===== config.mk =====
export PLATFORM = sky130hd
export DESIGN_NAME = vga_timing_gen
export DESIGN_NICKNAME = d
export VERILOG_FILES = /design/src/rtl/vga_timing_gen.sv
export SDC_FILE = /design/constraint.sdc
export NUM_CORES = 1
export LEC_CHECK = 0
export ABC_CLOCK_PERIOD_IN_PS = 2200
export CORE_MARGIN = 3
export CORE_UTILIZATION = 50
export DETAILED_ROUTE_END_ITERATION = 8
export HOLD_SLACK_MARGIN = 0.02
export PLACE_DENSITY = 0.85
export SKIP_CTS_REPAIR_TIMING = 1
export SYNTH_ARGS = -nofsm -noshare
export SYNTH_HDL_FRONTEND = slang
export SYNTH_SLANG_ARGS = --single-unit

===== constraint.sdc =====
create_clock -name pclk -period 2.2 [get_ports pclk]
set_input_delay 0.44 -clock pclk [delete_from_list [all_inputs] [get_ports pclk]]
set_output_delay 0.44 -clock pclk [all_outputs]
set_load 0.02 [all_outputs]

===== src/rtl/vga_timing_gen.sv =====
// vga_timing_gen: VGA raster timing generator with registered sync, valid, colour and
// line/frame start outputs.
//   pclk, reset (async, active low)     clock and reset
//   vga_data {R,G,B}, CW bits each      colour for the current h_addr/v_addr
//   h_addr, v_addr                      requested coordinate, 0 outside the active area
//   vga_clk                             copy of pclk
//   hsync, vsync, valid, vga_r/g/b      registered, one pclk after h_addr/v_addr
//   line_start, frame_start             registered one-cycle pulses
// Optional: define TEST_PATTERN_EN to add input pattern_en and an internal 8-bar generator.
module vga_timing_gen #(
   parameter int unsigned H_ACTIVE = 640,
   parameter int unsigned H_FP     = 16,
   parameter int unsigned H_SYNC   = 96,
   parameter int unsigned H_BP     = 48,
   parameter int unsigned V_ACTIVE = 480,
   parameter int unsigned V_FP     = 10,
   parameter int unsigned V_SYNC   = 2,
   parameter int unsigned V_BP     = 33,
   parameter bit          HS_POL   = 1'b0,
   parameter bit          VS_POL   = 1'b0,
   parameter int unsigned CW       = 4,
   parameter int unsigned AW       = 10
) (
   input  logic            pclk,
   input  logic            reset,
`ifdef TEST_PATTERN_EN
   input  logic            pattern_en,
`endif
   input  logic [3*CW-1:0] vga_data,
   output logic [AW-1:0]   h_addr,
   output logic [AW-1:0]   v_addr,
   output logic            vga_clk,
   output logic            hsync,
   output logic            vsync,
   output logic            valid,
   output logic [7:0]      vga_r,
   output logic [7:0]      vga_g,
   output logic [7:0]      vga_b,
   output logic            line_start,
   output logic            frame_start
);

   localparam int unsigned H_TOTAL = H_ACTIVE + H_FP + H_SYNC + H_BP;
   localparam int unsigned V_TOTAL = V_ACTIVE + V_FP + V_SYNC + V_BP;
   localparam int unsigned HCW     = $clog2(H_TOTAL);
   localparam int unsigned VCW     = $clog2(V_TOTAL);

   localparam logic [HCW-1:0] H_ACT_END  = HCW'(H_ACTIVE);
   localparam logic [HCW-1:0] H_SYNC_BEG = HCW'(H_ACTIVE + H_FP);
   localparam logic [HCW-1:0] H_SYNC_END = HCW'(H_ACTIVE + H_FP + H_SYNC - 1);
   localparam logic [HCW-1:0] H_LAST     = HCW'(H_TOTAL - 1);
   localparam logic [VCW-1:0] V_ACT_END  = VCW'(V_ACTIVE);
   localparam logic [VCW-1:0] V_SYNC_BEG = VCW'(V_ACTIVE + V_FP);
   localparam logic [VCW-1:0] V_SYNC_END = VCW'(V_ACTIVE + V_FP + V_SYNC - 1);
   localparam logic [VCW-1:0] V_LAST     = VCW'(V_TOTAL - 1);

   // MSB-first bit replication of a CW-bit channel up to 8 bits.
   function automatic logic [7:0] expand(input logic [CW-1:0] c);
      logic [7:0] o;
      o = '0;
      for (int k = 0; k < 8; k++) begin
         o[7-k] = c[int'(CW) - 1 - (k % int'(CW))];
      end
      return o;
   endfunction

   logic [HCW-1:0] h_cnt_q, h_cnt_d;
   logic [VCW-1:0] v_cnt_q, v_cnt_d;
   // Counters hold at 0 for one edge after reset so pixel (0,0) is requested for a full cycle.
   logic           run_q, run_d;
   logic           hsync_q, hsync_d, vsync_q, vsync_d, valid_q, valid_d;
   logic [7:0]     r_q, r_d, g_q, g_d, b_q, b_d;
   logic           line_q, line_d, frame_q, frame_d;
   logic           active;
   logic [7:0]     src_r, src_g, src_b;

   assign active  = (h_cnt_q < H_ACT_END) && (v_cnt_q < V_ACT_END);
   assign h_addr  = active ? AW'(h_cnt_q) : '0;
   assign v_addr  = active ? AW'(v_cnt_q) : '0;
   assign vga_clk = pclk;

   always_comb begin
      run_d   = 1'b1;
      h_cnt_d = h_cnt_q;
      v_cnt_d = v_cnt_q;
      if (run_q) begin
         if (h_cnt_q == H_LAST) begin
            h_cnt_d = '0;
            v_cnt_d = (v_cnt_q == V_LAST) ? '0 : v_cnt_q + 1'b1;
         end else begin
            h_cnt_d = h_cnt_q + 1'b1;
         end
      end
   end

`ifdef TEST_PATTERN_EN
   localparam int unsigned    BAR_W    = H_ACTIVE / 8;
   localparam logic [HCW-1:0] BAR_LAST = HCW'(BAR_W - 1);

   // Bar index tracks h_cnt; it advances every BAR_W active pixels and saturates at 7.
   logic [HCW-1:0] bar_px_q, bar_px_d;
   logic [2:0]     bar_idx_q, bar_idx_d;

   always_comb begin
      bar_px_d  = bar_px_q;
      bar_idx_d = bar_idx_q;
      if (run_q) begin
         if (h_cnt_q == H_LAST) begin
            bar_px_d  = '0;
            bar_idx_d = '0;
         end else if (h_cnt_q < H_ACT_END) begin
            if (bar_px_q == BAR_LAST) begin
               bar_px_d = '0;
               if (bar_idx_q != 3'd7) bar_idx_d = bar_idx_q + 3'd1;
            end else begin
               bar_px_d = bar_px_q + 1'b1;
            end
         end
      end
   end

   always_ff @(posedge pclk or negedge reset) begin
      if (!reset) begin
         bar_px_q  <= '0;
         bar_idx_q <= '0;
      end else begin
         bar_px_q  <= bar_px_d;
         bar_idx_q <= bar_idx_d;
      end
   end
`endif

   always_comb begin
      src_r = expand(vga_data[3*CW-1:2*CW]);
      src_g = expand(vga_data[2*CW-1:CW]);
      src_b = expand(vga_data[CW-1:0]);
`ifdef TEST_PATTERN_EN
      if (pattern_en) begin
         src_r = {8{bar_idx_q[2]}};
         src_g = {8{bar_idx_q[1]}};
         src_b = {8{bar_idx_q[0]}};
      end
`endif
   end

   always_comb begin
      hsync_d = hsync_q;
      vsync_d = vsync_q;
      valid_d = valid_q;
      r_d     = r_q;
      g_d     = g_q;
      b_d     = b_q;
      line_d  = line_q;
      frame_d = frame_q;
      if (run_q) begin
         hsync_d = (h_cnt_q >= H_SYNC_BEG && h_cnt_q <= H_SYNC_END) ? HS_POL : ~HS_POL;
         vsync_d = (v_cnt_q >= V_SYNC_BEG && v_cnt_q <= V_SYNC_END) ? VS_POL : ~VS_POL;
         valid_d = active;
         r_d     = active ? src_r : 8'h00;
         g_d     = active ? src_g : 8'h00;
         b_d     = active ? src_b : 8'h00;
         line_d  = active && (h_cnt_q == '0);
         frame_d = active && (h_cnt_q == '0) && (v_cnt_q == '0);
      end
   end

   always_ff @(posedge pclk or negedge reset) begin
      if (!reset) begin
         h_cnt_q <= '0;
         v_cnt_q <= '0;
         run_q   <= 1'b0;
         hsync_q <= ~HS_POL;
         vsync_q <= ~VS_POL;
         valid_q <= 1'b0;
         r_q     <= 8'h00;
         g_q     <= 8'h00;
         b_q     <= 8'h00;
         line_q  <= 1'b0;
         frame_q <= 1'b0;
      end else begin
         h_cnt_q <= h_cnt_d;
         v_cnt_q <= v_cnt_d;
         run_q   <= run_d;
         hsync_q <= hsync_d;
         vsync_q <= vsync_d;
         valid_q <= valid_d;
         r_q     <= r_d;
         g_q     <= g_d;
         b_q     <= b_d;
         line_q  <= line_d;
         frame_q <= frame_d;
      end
   end

   assign hsync       = hsync_q;
   assign vsync       = vsync_q;
   assign valid       = valid_q;
   assign vga_r       = r_q;
   assign vga_g       = g_q;
   assign vga_b       = b_q;
   assign line_start  = line_q;
   assign frame_start = frame_q;

endmodule


Word level (Yosys, flattened, before mapping). Index checks and enable logic that the tools add are counted. W data, S select, Z words.

Input bits: 14. Logic and storage cells: 38. Output and inout port bits: 50. Register bits after elaboration: 50.

$add $sub $neg: 2. Equality and inequality tests: 2. Reductions and logical operators: 8. Muxes and demuxes: 9. Magnitude comparators: 6.

Operators with widths (count): $mux W10 (4); $mux W8 (3); $add A10 B1 Y10 const B (2); $eq A10 B10 Y1 const B (2); $logic_not A10 Y1 (2); $ge A10 B10 Y1 const B (1); $ge A10 B9 Y1 const B (1); $le A10 B10 Y1 const B (1); $le A10 B9 Y1 const B (1); $lt A10 B10 Y1 const B (1); $lt A10 B9 Y1 const B (1); $logic_and A1 B1 Y1 (5); $mux W1 (2); $reduce_and A2 Y1 (1).

Depth between registers and ports, before layout. Gate-level depths: netlist (run 1).

Depth after elaboration: 4. Mapped depth: 7. Gate-level depth less buffers: 6.

==> impl_metrics.ini, run 1 <==
[route]
num_vias = 1813
drt_iter0_drc = 103
wire_per_inst_microns = 14.8
wl_met1_microns = 2200
avgViaCountPerCell = 5.32
top_layer = met4
drc = 0
routed-wl-met2_microns = 2450
dr.pass1.iters = 4
wl_microns = 5040
wl_met3_microns = 291
ant_nets = 0

[synth]
synth-simple-area-share_pct = 28.4
synth_area_leader_cell = dfrtp_1
synthAdderAreaFrac_pct = 2.38
synthMuxAreaShare_pct = 1.01
netlist_instances = 226
synth-edff-count = 0
avgSynthCellArea_sq_um = 9.30
synth_nets = 244
ys_warn_count = 0
synth_top_area_share_pct = 42.9
yosys.area_share.xor_xnor_pct = 4.17
synth_compound_area_share_pct = 7.62
synth_common_cells = 36 x dfrtp_1, 21 x nand3_1, 21 x o21ai_0
synth-main-ff-cell = dfrtp_1
ys_types = 43
synth_top_family_by_area = simple AND/OR/NAND/NOR gates
synth_area_sq_um = 2100
ys_async_sr_fraction_pct = 100
seq_area_frac_synth_pct = 45.4
synth.most_common_cell = dfrtp_1
synth_area_leaders = dfrtp_1 43%, buf_4 6.1%, nand3_1 5.0%
ys_ff_latch = 38

[sta]
fin_skew_ns = 0.00740
holdWs_ns = 0.0814
fin_crit_ns = 2.17
period_share_pct = 98.8
max_freq_ghz = 0.460
setup_ws_ns = 0.0262
drv_slew = 0
timing.final.hold_violations = 0
tns_ns = 0
rsz0062_at_grt = true
setup_violations = 0

[power_and_ir_drop]
intPower_uw = 1600
p_switching_uw = 697
p_sw_share_pct = 30.3
p_per_area_nw_per_um2 = 790
irDropWorstVdd_uv = 852
leakagePower_uw = 0.00141
clkPwrFrac_pct = 39.3
comb_power_share_pct = 22.9
p_total_uw = 2300
pwr-share-seq_pct = 37.8

[critical_path]
crit_slowest_cell = dfrtp_1
path_class = reg -> out
cp-start-kind = register
critPathLaunch = v_cnt_q[8]
max_stage_delay_ns = 0.39
r2r_start = h_cnt_q[1]
crit_buf_inv = 3
crit_chain = and4_4 > nor3b_4 > buf_6 > buf_12 > and2_1 > buf_4
crit_arrival_ns = 1.73
crit_path_end_kind = output port
required_ns = 1.76
cp_max_fo = 5
critical_path.top_delay_family = simple AND/OR/NAND/NOR gates

[die]
initial_core_util_pct = 54.5
die_area_sq_um = 5020
coreArea_sq_um = 3850
num_rows = 22
io_pins = 64
die-height_microns = 70.8
fp.dieW_microns = 70.8

[global_route]
grt_max_degree = 40
grt_pass1_wl_microns = 8350
grt_overflow = 0
grt_pass1_vias = 1834
grt.total_usage_pct = 21.1
antenna_found_initial = 0

[outcome]
outcome = completed

[final_layout]
final_layout_size_suffix_gt1_share_pct = 22.2
syn_to_final_growth_pct = 38.5
multiInputGateArea_sq_um = 936
nets = 310
seqCellArea_sq_um = 953
fillCellCount = 291
antenna_cells = 0

[placed_design]
dp_hpwl_microns = 3400
portBuffers = 62
gp_congestion = 0.791
post-place-ws_ns = 0.0368

[clock_network]
cts_tree = done
clkLatencyLatePin_ns = 0.40
clkSlewWorstSetupHoldPaths_ns = 0.08

[hold_path]
hold_path_class = in -> async

[job]
cap_violations = 0
==> cell usage in the layout (no fill, tap or decap), types with 3 or more instances in the layout <==
cell type and instances:
a21oi_1 3, and2_1 12, and2_4 3, and3_1 4, buf_4 19, buf_6 5, clkbuf_2 11, clkbuf_8 8
clkdlybuf4s50_1 41, dfrtp_1 36, ha_1 4, inv_1 18, nand2_1 15, nand3_1 21, nand3b_1 3, nand4_1 6
nor2_1 14, nor3_1 3, o21ai_0 20, xnor2_1 3, xor2_1 7
==> layout make-up <==
type	instances	area share (%)
inverters	18	2.32
repair buffers	79	24.1
multi-input cells	146	32.2
flip-flops and latches	38	32.8
clock inverters	3	2.36
well taps	48	2.06
clock buffers	9	4.21
==> sequential cells by signal, indices dropped and copies added, names as in the netlist, 4 cells and up <==
signal,flops
vga_b,4
v_cnt_q,10
h_cnt_q,10
vga_r,4
vga_g,4
==> through the flow <==
stage | cell area (sq um) | utilization (%) | std cells
3_3_place_gp | 2720 | 70.5 | 325
4_1_cts | 2900 | 75.1 | 336
3_5_place_dp | 2720 | 70.5 | 325
5_1_grt | 2910 | 75.5 | 341
2_1_floorplan | 2100 | - | 226
6_report | 2910 | 75.5 | 341
==> final timing paths <==
path                       slack (ns)    endpoint  cells after the start
setup / recovery                 0.03   v_addr[6]                      6
hold / removal                   0.08    vga_g[3]                      2
setup reg to reg                 0.35  v_cnt_q[4]                      5
hold reg to reg                  0.50       vsync                      2
max in group asynchronous        1.76       hsync                      2
min in group pclk                0.50       vsync                      2
==> power by group through the flow <==
stage	Clock (uW)	Combinational, uW	Sequential, uW
floorplan	53.1	339	879
global placement	61.0	562	875
detailed placement	61.0	572	880
CTS	926	575	869
global route	952	577	888
finish	903	526	870
==> layer usage <==
metal / up-vias / global-route usage, %
li1: 874 / -
met1: 874 / 27.5
met2: 56 / 33.3
met3: 9 / 5.68
met4: 0 / 9.19
met5: - / 0
==> logic make-up after synthesis <==
logic type / count (synthesis)
compound gates: 30
xor+xnor: 10
fa+ha+maj: 4
buf+inv: 42
flops: 38
mux: 2
other cells: 2
simple gates: 98
Power figures use the tool's default switching activity.
==> run 2: changes to the inputs <==
- GPL_ROUTABILITY_DRIVEN: unset -> 0
==> results of run 2 <==
Same layout as run 1: the final DEF is identical, and so are final timing and power.
